### config.mk
export PLATFORM = sky130hd
export DESIGN_NAME = logic_unit_arbiter
export DESIGN_NICKNAME = d
export VERILOG_FILES = /design/src/rtl/logic_unit_arbiter_pkg.sv /design/src/rtl/logic_unit_arbiter_logic_unit.sv /design/src/rtl/logic_unit_arbiter.sv
export SDC_FILE = /design/constraint.sdc
export NUM_CORES = 1
export LEC_CHECK = 0
export ABC_AREA = 1
export CAP_MARGIN = 10
export CORE_MARGIN = 10
export CORE_UTILIZATION = 50
export DETAILED_ROUTE_END_ITERATION = 10
export HOLD_SLACK_MARGIN = 0.1
export MAX_ROUTING_LAYER = met4
export PLACE_DENSITY = 0.81
export SLEW_MARGIN = 5
export SYNTH_ARGS = -nofsm -noshare
export SYNTH_HDL_FRONTEND = slang
export SYNTH_HIERARCHICAL = 1
export SYNTH_SLANG_ARGS = --single-unit
export TNS_END_PERCENT = 5
### constraint.sdc
create_clock -name clk -period 2.17 [get_ports clk]
set_input_delay 0.434 -clock clk [delete_from_list [all_inputs] [get_ports clk]]
set_output_delay 0.434 -clock clk [all_outputs]
set_load 0.005 [all_outputs]
### src/rtl/logic_unit_arbiter_pkg.sv
// Shared definitions for the two-requester logic unit arbiter.
// Op-codes and FSM state encodings.
package logic_unit_arbiter_pkg;

    localparam logic [1:0] OP_AND = 2'b00;
    localparam logic [1:0] OP_OR  = 2'b01;
    localparam logic [1:0] OP_XOR = 2'b10;
    localparam logic [1:0] OP_NOT = 2'b11;

    typedef enum logic [1:0] {
        IDLE = 2'b00,
        EXEC = 2'b01,
        RESP = 2'b10
    } state_e;

endpackage

### src/rtl/logic_unit_arbiter_logic_unit.sv
// Purely combinational k-bit bitwise unit.
// NOT only looks at operand A.
module bitwise_logic_unit
    import logic_unit_arbiter_pkg::*;
#(
    parameter int k = 4
) (
    input  logic [k-1:0] inputA,
    input  logic [k-1:0] inputB,
    input  logic [1:0]   op,
    output logic [k-1:0] outputC
);

    // Select the bitwise function by op-code
    always_comb begin
        outputC = '0;
        unique case (op)
            OP_AND:  outputC = inputA & inputB;
            OP_OR:   outputC = inputA | inputB;
            OP_XOR:  outputC = inputA ^ inputB;
            OP_NOT:  outputC = ~inputA;
            default: outputC = '0;
        endcase
    end

endmodule

### src/rtl/logic_unit_arbiter.sv
// Round-robin arbiter sharing one bitwise unit between two
// requesters; one operation in flight, result held until accepted.
module logic_unit_arbiter
    import logic_unit_arbiter_pkg::*;
#(
    parameter int k     = 4,
    parameter int CNT_W = 8
) (
    input  logic             clk,
    input  logic             rst,
    input  logic             req0_valid,
    output logic             req0_ready,
    input  logic [1:0]       req0_op,
    input  logic [k-1:0]     req0_inputA,
    input  logic [k-1:0]     req0_inputB,
    input  logic             req1_valid,
    output logic             req1_ready,
    input  logic [1:0]       req1_op,
    input  logic [k-1:0]     req1_inputA,
    input  logic [k-1:0]     req1_inputB,
    output logic             resp_valid,
    input  logic             resp_ready,
    output logic             resp_id,
    output logic [k-1:0]     resp_outputC,
    output logic             busy,
    output logic [CNT_W-1:0] done_count
);

    state_e           state_q, state_d;
    logic             last_q, last_d;
    logic             id_q, id_d;
    logic [1:0]       op_q, op_d;
    logic [k-1:0]     a_q, a_d;
    logic [k-1:0]     b_q, b_d;
    logic [k-1:0]     c_q, c_d;
    logic [CNT_W-1:0] cnt_q, cnt_d;
    logic [k-1:0]     unit_c;
    logic             grant0, grant1;

    bitwise_logic_unit #(.k(k)) u_unit (
        .inputA  (a_q),
        .inputB  (b_q),
        .op      (op_q),
        .outputC (unit_c)
    );

    // On a tie the requester that was not served last wins
    assign grant0 = req0_valid & (~req1_valid | last_q);
    assign grant1 = req1_valid & (~req0_valid | ~last_q);

    assign resp_id      = id_q;
    assign resp_outputC = c_q;
    assign done_count   = cnt_q;

    // Next-state, operand capture and handshake outputs
    always_comb begin
        state_d    = state_q;
        last_d     = last_q;
        id_d       = id_q;
        op_d       = op_q;
        a_d        = a_q;
        b_d        = b_q;
        c_d        = c_q;
        cnt_d      = cnt_q;
        req0_ready = 1'b0;
        req1_ready = 1'b0;
        resp_valid = 1'b0;
        busy       = 1'b0;
        unique case (state_q)
            IDLE: begin
                if (grant0) begin
                    req0_ready = 1'b1;
                    id_d       = 1'b0;
                    op_d       = req0_op;
                    a_d        = req0_inputA;
                    b_d        = req0_inputB;
                    state_d    = EXEC;
                end else if (grant1) begin
                    req1_ready = 1'b1;
                    id_d       = 1'b1;
                    op_d       = req1_op;
                    a_d        = req1_inputA;
                    b_d        = req1_inputB;
                    state_d    = EXEC;
                end
            end
            EXEC: begin
                busy    = 1'b1;
                c_d     = unit_c;
                state_d = RESP;
            end
            RESP: begin
                busy       = 1'b1;
                resp_valid = 1'b1;
                if (resp_ready) begin
                    cnt_d   = cnt_q + CNT_W'(1);
                    last_d  = id_q;
                    state_d = IDLE;
                end
            end
            default: state_d = IDLE;
        endcase
    end

    // State and datapath registers with synchronous reset
    always_ff @(posedge clk) begin
        if (rst) begin
            state_q <= IDLE;
            last_q  <= 1'b1;
            id_q    <= 1'b0;
            op_q    <= 2'b00;
            a_q     <= '0;
            b_q     <= '0;
            c_q     <= '0;
            cnt_q   <= '0;
        end else begin
            state_q <= state_d;
            last_q  <= last_d;
            id_q    <= id_d;
            op_q    <= op_d;
            a_q     <= a_d;
            b_q     <= b_d;
            c_q     <= c_d;
            cnt_q   <= cnt_d;
        end
    end

endmodule

==> results of run 1 <==
[through the flow]
step                TNS [ns]  cell area, sq um
CTS                        0              2170
finish                     0              2180
global placement    -0.00500              2110
detailed placement   -0.0328              2110
floorplan                  0              1660
global route               0              2180
[power by group through the flow]
stage	Combinational (W)	Sequential, W	Clock (W)
final	0.000365	0.000573	0.000324
after global routing	0.000415	0.000582	0.000354
after CTS	0.000369	0.000572	0.000335
after detailed placement	0.000362	0.000583	0
after global placement	0.000351	0.000580	0
after floorplan	0.000250	0.000560	0
[area by class of cell]
| cell class | count | area [sq um] |
|---|---|---|
| Clock inverter | 1 | 30.0 |
| Fill cell | 270 | 951 |
| Sequential cell | 26 | 523 |
| Inverter | 41 | 154 |
| Tap cell | 44 | 55.1 |
| Timing Repair Buffer | 48 | 460 |
| Multi-Input combinational cell | 166 | 932 |
| Clock buffer | 3 | 22.5 |
[path summary, 6_finish.rpt]
path,from,to,cells past startpoint
worst max-delay path,state_q[0],req1_ready,7
worst min-delay path,state_q[0],state_q[0],2
worst max register to register,state_q[0],done_count[7],7
worst min register to register,state_q[0],state_q[0],2
[flip-flops by register name, indices dropped and copies added (netlist names)]
name	flops
resp_outputC	4
a_q	4
last_q	1
op_q	2
state_q	2
done_count	8
b_q	4
resp_id	1
[Yosys cell counts]
cell type,number
o21ai_0,5
inv_2,3
nand4_1,5
clkbuf_1,1
nor2_4,1
nand3_1,25
nand2_4,1
dfxtp_1,26
a21oi_4,1
a21oi_2,2
o21ai_2,1
nor2_8,1
nand2_1,37
buf_4,1
o21bai_1,10
o211ai_1,1
inv_1,38
nor2_1,51
a21oi_1,5
o21a_1,1
buf_2,1
nand2_2,2
nand3b_1,4
buf_6,5
ha_1,13
[worst min-delay path, cell delays in order, from the launching register on]
cell and delay [ns]:
dfxtp_2 0.37, nand2_1 0.08, a21oi_2 0.04
[layout by cell type, fill, tap and decap left out, drive strengths merged, types with 6 or more instances in the layout]
cell and instances:
a21oi 8, buf 7, clkdlybuf4s50 39, dfxtp 26, ha 13, inv 41
nand2 40, nand3 25, nor2 53, o21ai 6, o21bai 10
[routing by layer]
layer  share of wire (%)  wire length (um)  GRT usage [%]  up-vias
li1                    -                 -              -      842
met1                  49              1730           14.2      666
met2                  47              1640           19.1       30
met3                 3.0               105           1.84        2
met4                0.60                21           3.28        0
met5                   0                 0              -        -
[logic make-up after synthesis]
group | Yosys count
buf+inv | 49
fa+ha+maj | 13
simple gates | 127
flops | 26
compound gates | 26
[what timing repair did]
action                     CTS  global route
gates resized for setup      5             4
hold endpoints to repair     0             0
setup endpoints to repair    2             1
==> metrics, run 1 <==
outcome complete, no violations; FP Rows 20; Avg Cell Area, Syn 6.90 sq um; Power Dens Cells 580 mW/mm^2; most used cell, CP inv_2; Compound-Gate Fraction of Synth Area 11.0%; synthesized net count 279; Comb power frac 28.9%; CP bufs+invs 4; max_slew headroom 66.1%; Yosys Warn Count 6; final setup vio count 0; Crit Path Max Fanout 4; gate count after technology mapping 241; die area 0.00604 sq mm; setup ws final 0.114 ns; fraction of the yosys area taken by sequential cells 31.3%; clock tree root driver cell clkbuf_4; Ports 42; Tmin final 2.06 ns; XOR/XNOR Fraction of Synth Area 0%; main combinational cell family by area after synthesis simple AND/OR/NAND/NOR gates; DP Wirelength 2890 um; clock sink total 26; Clk network pwr share 25.7%; # nets final 324; DR iter-0 viols 83; multiplexer share of the synthesized area 0%; initial antenna violation count 0; synthesis-to-layout area growth 30.8%; max-cap viol count 0; Worst Tran Pin Value 0.508 ns; Vias per Instance 4.68; Die Wd 77.7 um; total power 0.00126 W; GRT overflow 0; peak supply drop 0.322 mV; Worst Skew 0.00935 ns; FF+latch count, synth 26; drt pass-1 iters 4; Num CTS Buffers 3; hold crit path type flip-flop to flip-flop; worst path required time 1.74 ns; Vias 1,540; Mapped Area 0.00166 sq mm; part of the cycle the worst path needs 94.7%; Worst-Skew Late Latency 0.31 ns; post-route insts no fill 329; Synth Area in Simple Gates 34.4%; CP delay by family, top buffers and inverters; crit path capture type primary output; net switching fraction of the power 28.8%; most area-hungry cell type in the Yosys netlist dfxtp_1; synth top area cells dfxtp_1 31%, nor2_1 12%, ha_1 9.8%, inv_1 8.6%, nand2_1 8.3%; ant diodes 0; layout cells sized above 1 10.2%; Yosys cell types 25; Antenna Nets Post-Route 0; hold slack 0.508 ns; Slew Limit Fails 0; crit path max-delay cell type clkdlybuf4s50_1; Initial Util 53.2%; drt wl/cell 10.6 um; largest stage delay on the critical path 0.50 ns; Hold Fails Final Rpt 0; Cell Int Power 0.000898 W; RSZ-0062 raised after global routing false; DRC 0; cells along the critical path inv_2, ha_4, o21ai_2, inv_2, nand2_2, inv_1, clkdlybuf4s50_1; Die H 77.7 um; global-route wire length before repair 5890 um; vias in the first global route 1,421; Total GRT Usage 11.6%; P_sw 0.000364 W; CP startpoint kind flip-flop; Max Root-Sink Buffers 2; CTS tree built; PortBufs 41; maximum number of pins on one net before global-route repair 22; post-synth top area share 31.3%; r2r setup slk 0.82 ns; Max Clock Freq 0.486 GHz; placed instance count 325; aggregate routed wire length 3500 um; Core Region 0.00313 sq mm; final core occ 69.6%; Crit Path Class flip-flop to primary output; Adder-Cell Fraction of Synth Area 9.77%; H-tree depth 1; GP Congestion 0.781; total leakage power 1.04 nW; sequential power share 45.4%; Clock transition at path regs 0.14 ns; cts hold-fix bufs 0; Critical Path AT 1.62 ns; Post-CTS Setup Repair Bufs 0; Place WS -0.0320 ns
No activity file was read; power rests on OpenSTA's default activity.
==> run 2, diff against run 1 <==
GPL_ROUTABILITY_DRIVEN = 0   (was unset)
==> results of run 2 <==
Final layout, timing and power as in run 1 (identical DEF).
==> run 3, diff against run 2 <==
MAX_ROUTING_LAYER = unset   (was met4)
==> run 3 against run 2 <==
  * Via count decreased by 0.32%
  * Critical path depth unchanged
  * Critical endpoint unchanged
  * Sequential power barely moved
  * Sequential share of layout area did not move
  * Largest cell class unchanged
==> metrics, run 3 (synthesis results as in run 1) <==
clock sink total 26 (unchanged); initial antenna violation count 0 (unchanged); Power Dens Cells 580 mW/mm^2 (about the same); crit path max-delay cell type clkdlybuf4s50_1 (unchanged); # nets final 324 (unchanged); Core Region 0.00313 sq mm (unchanged); hold crit path type flip-flop to flip-flop (unchanged); Die Wd 77.7 um (unchanged); synthesis-to-layout area growth 30.8% (unchanged); Post-CTS Setup Repair Bufs 0 (unchanged); Antenna Nets Post-Route 0 (unchanged); most used cell, CP inv_2 (unchanged); max reg flops 8 (unchanged); CTS tree built (unchanged); crit path capture type primary output (unchanged); Max Clock Freq 0.485 GHz (was 0.486 GHz); maximum number of pins on one net before global-route repair 22 (unchanged); final core occ 69.6% (unchanged); H-tree depth 1 (unchanged); most common cell after layout, fill and taps aside nor2_1 (unchanged); aggregate routed wire length 3510 um (was 3500 um); Critical Path AT 1.63 ns (was 1.62 ns); layout cells sized above 1 10.2% (unchanged); ant diodes 0 (unchanged); Die H 77.7 um (unchanged); drt pass-1 iters 4 (unchanged); Initial Util 53.2% (unchanged); global-route wire length before repair 5890 um (unchanged); setup TNS 0 ns (unchanged); cell depth of the worst hold path 2 (unchanged); DR iter-0 viols 86 (was 83); Worst-Skew Late Latency 0.32 ns (was 0.31 ns); Place WS -0.0320 ns (unchanged); max_slew headroom 66.1% (about the same); multi-input logic area 932 sq um (unchanged); vias in the first global route 1,420 (was 1,421); Clock transition at path regs 0.15 ns (was 0.14 ns); Tmin final 2.06 ns (about the same); GRT overflow 0 (unchanged); CP delay by family, top buffers and inverters (unchanged); worst path required time 1.74 ns (about the same); Register Area 523 sq um (unchanged); Worst Skew 0.0133 ns (was 0.00935 ns); CP startpoint kind flip-flop (unchanged); Vias per Instance 4.67 (was 4.68); Ports 42 (unchanged); post-route insts no fill 329 (unchanged); FP Rows 20 (unchanged); Max Root-Sink Buffers 2 (unchanged); cts hold-fix bufs 0 (unchanged); Total GRT Usage 11.3% (was 11.6%); Crit Path Class flip-flop to primary output (unchanged); final setup vio count 0 (unchanged); Crit Path Max Fanout 4 (unchanged); part of the cycle the worst path needs 94.9% (was 94.7%); total leakage power 1.04 nW (unchanged); cell count along the critical path 7 (unchanged); Num CTS Buffers 3 (unchanged); Slew Limit Fails 0 (unchanged); CP bufs+invs 4 (unchanged); outcome complete, no violations (unchanged); peak supply drop 0.322 mV (about the same); drt wl/cell 10.7 um (was 10.6 um); cells along the critical path inv_2, ha_4, o21ai_2, inv_2, nand2_2, inv_1, clkdlybuf4s50_1 (unchanged); hold slack 0.508 ns (about the same); PortBufs 41 (unchanged); setup ws final 0.110 ns (was 0.114 ns); DP Wirelength 2890 um (unchanged); max-cap viol count 0 (unchanged); Worst Tran Pin Value 0.508 ns (about the same); die area 0.00604 sq mm (unchanged); Vias 1,535 (was 1,540); Hold Fails Final Rpt 0 (unchanged); R2R depth 7 (unchanged); placed instance count 325 (unchanged); DRC 0 (unchanged); Fillers 270 (unchanged); most frequent cells in the layout 51 x nor2_1, 39 x clkdlybuf4s50_1, 36 x inv_1, 36 x nand2_1, 25 x nand3_1 (unchanged); clock tree root driver cell clkbuf_4 (unchanged); largest stage delay on the critical path 0.50 ns (about the same); RSZ-0062 raised after global routing false (unchanged)
==> run 3: cell counts in the layout (fill, tap and decap cells not counted) <==
No cell type changed its count.
==> run 3: where the power goes <==
group	switching (W)	internal, W
Combinational	0.000176	0.000188
Clock	0.000139	0.000187
Sequential	0.0000497	0.000523
Total	0.000365	0.000898
==> run 3: layout make-up <==
cell class,instances,area share (%)
repair buffers,48,21.1
flip-flops and latches,26,24.0
multi-input cells,166,42.8
inverters,41,7.07
clock inverters,1,1.38
well taps,44,2.53
clock buffers,3,1.03
==> run 3: worst paths after layout <==
path                                 endpoint  slack, ns        from
worst max-delay path               req1_ready       0.11  state_q[0]
worst min-delay path               state_q[0]       0.51  state_q[0]
worst max register to register  done_count[7]       0.82  state_q[0]
worst min register to register     state_q[0]       0.51  state_q[0]
==> run 3: metal layers <==
layer | up-vias | global-route usage (%) | part of all wire (%)
met5 | - | 0 | 0
met2 | 30 | 19.1 | 46
met4 | 0 | 3.28 | 0.77
met3 | 2 | 3.00 | 5.1
li1 | 841 | - | -
met1 | 662 | 13.6 | 48
==> run 3: through the flow <==
| stage | total power (W) | instance area [sq um] |
|---|---|---|
| after floorplan | 0.000810 | 1660 |
| after global placement | 0.000931 | 2110 |
| after detailed placement | 0.000945 | 2110 |
| after CTS | 0.00128 | 2170 |
| after global routing | 0.00135 | 2180 |
| final | 0.00126 | 2180 |
==> run 3: what timing repair did <==
item | in CTS | in global routing
cloned | 0 | 0
gates resized for setup | 5 | 4
setup endpoints to repair | 2 | 1
==> run 3: worst reg2reg max path, delay by kind of cell, from the launching register on <==
family	cells	cell delay (ns)
adder cells (fa/ha/maj)	1	0.21
buffers and inverters	1	0.08
flip-flops	1	0.37
AND/OR/NAND/NOR	5	0.60
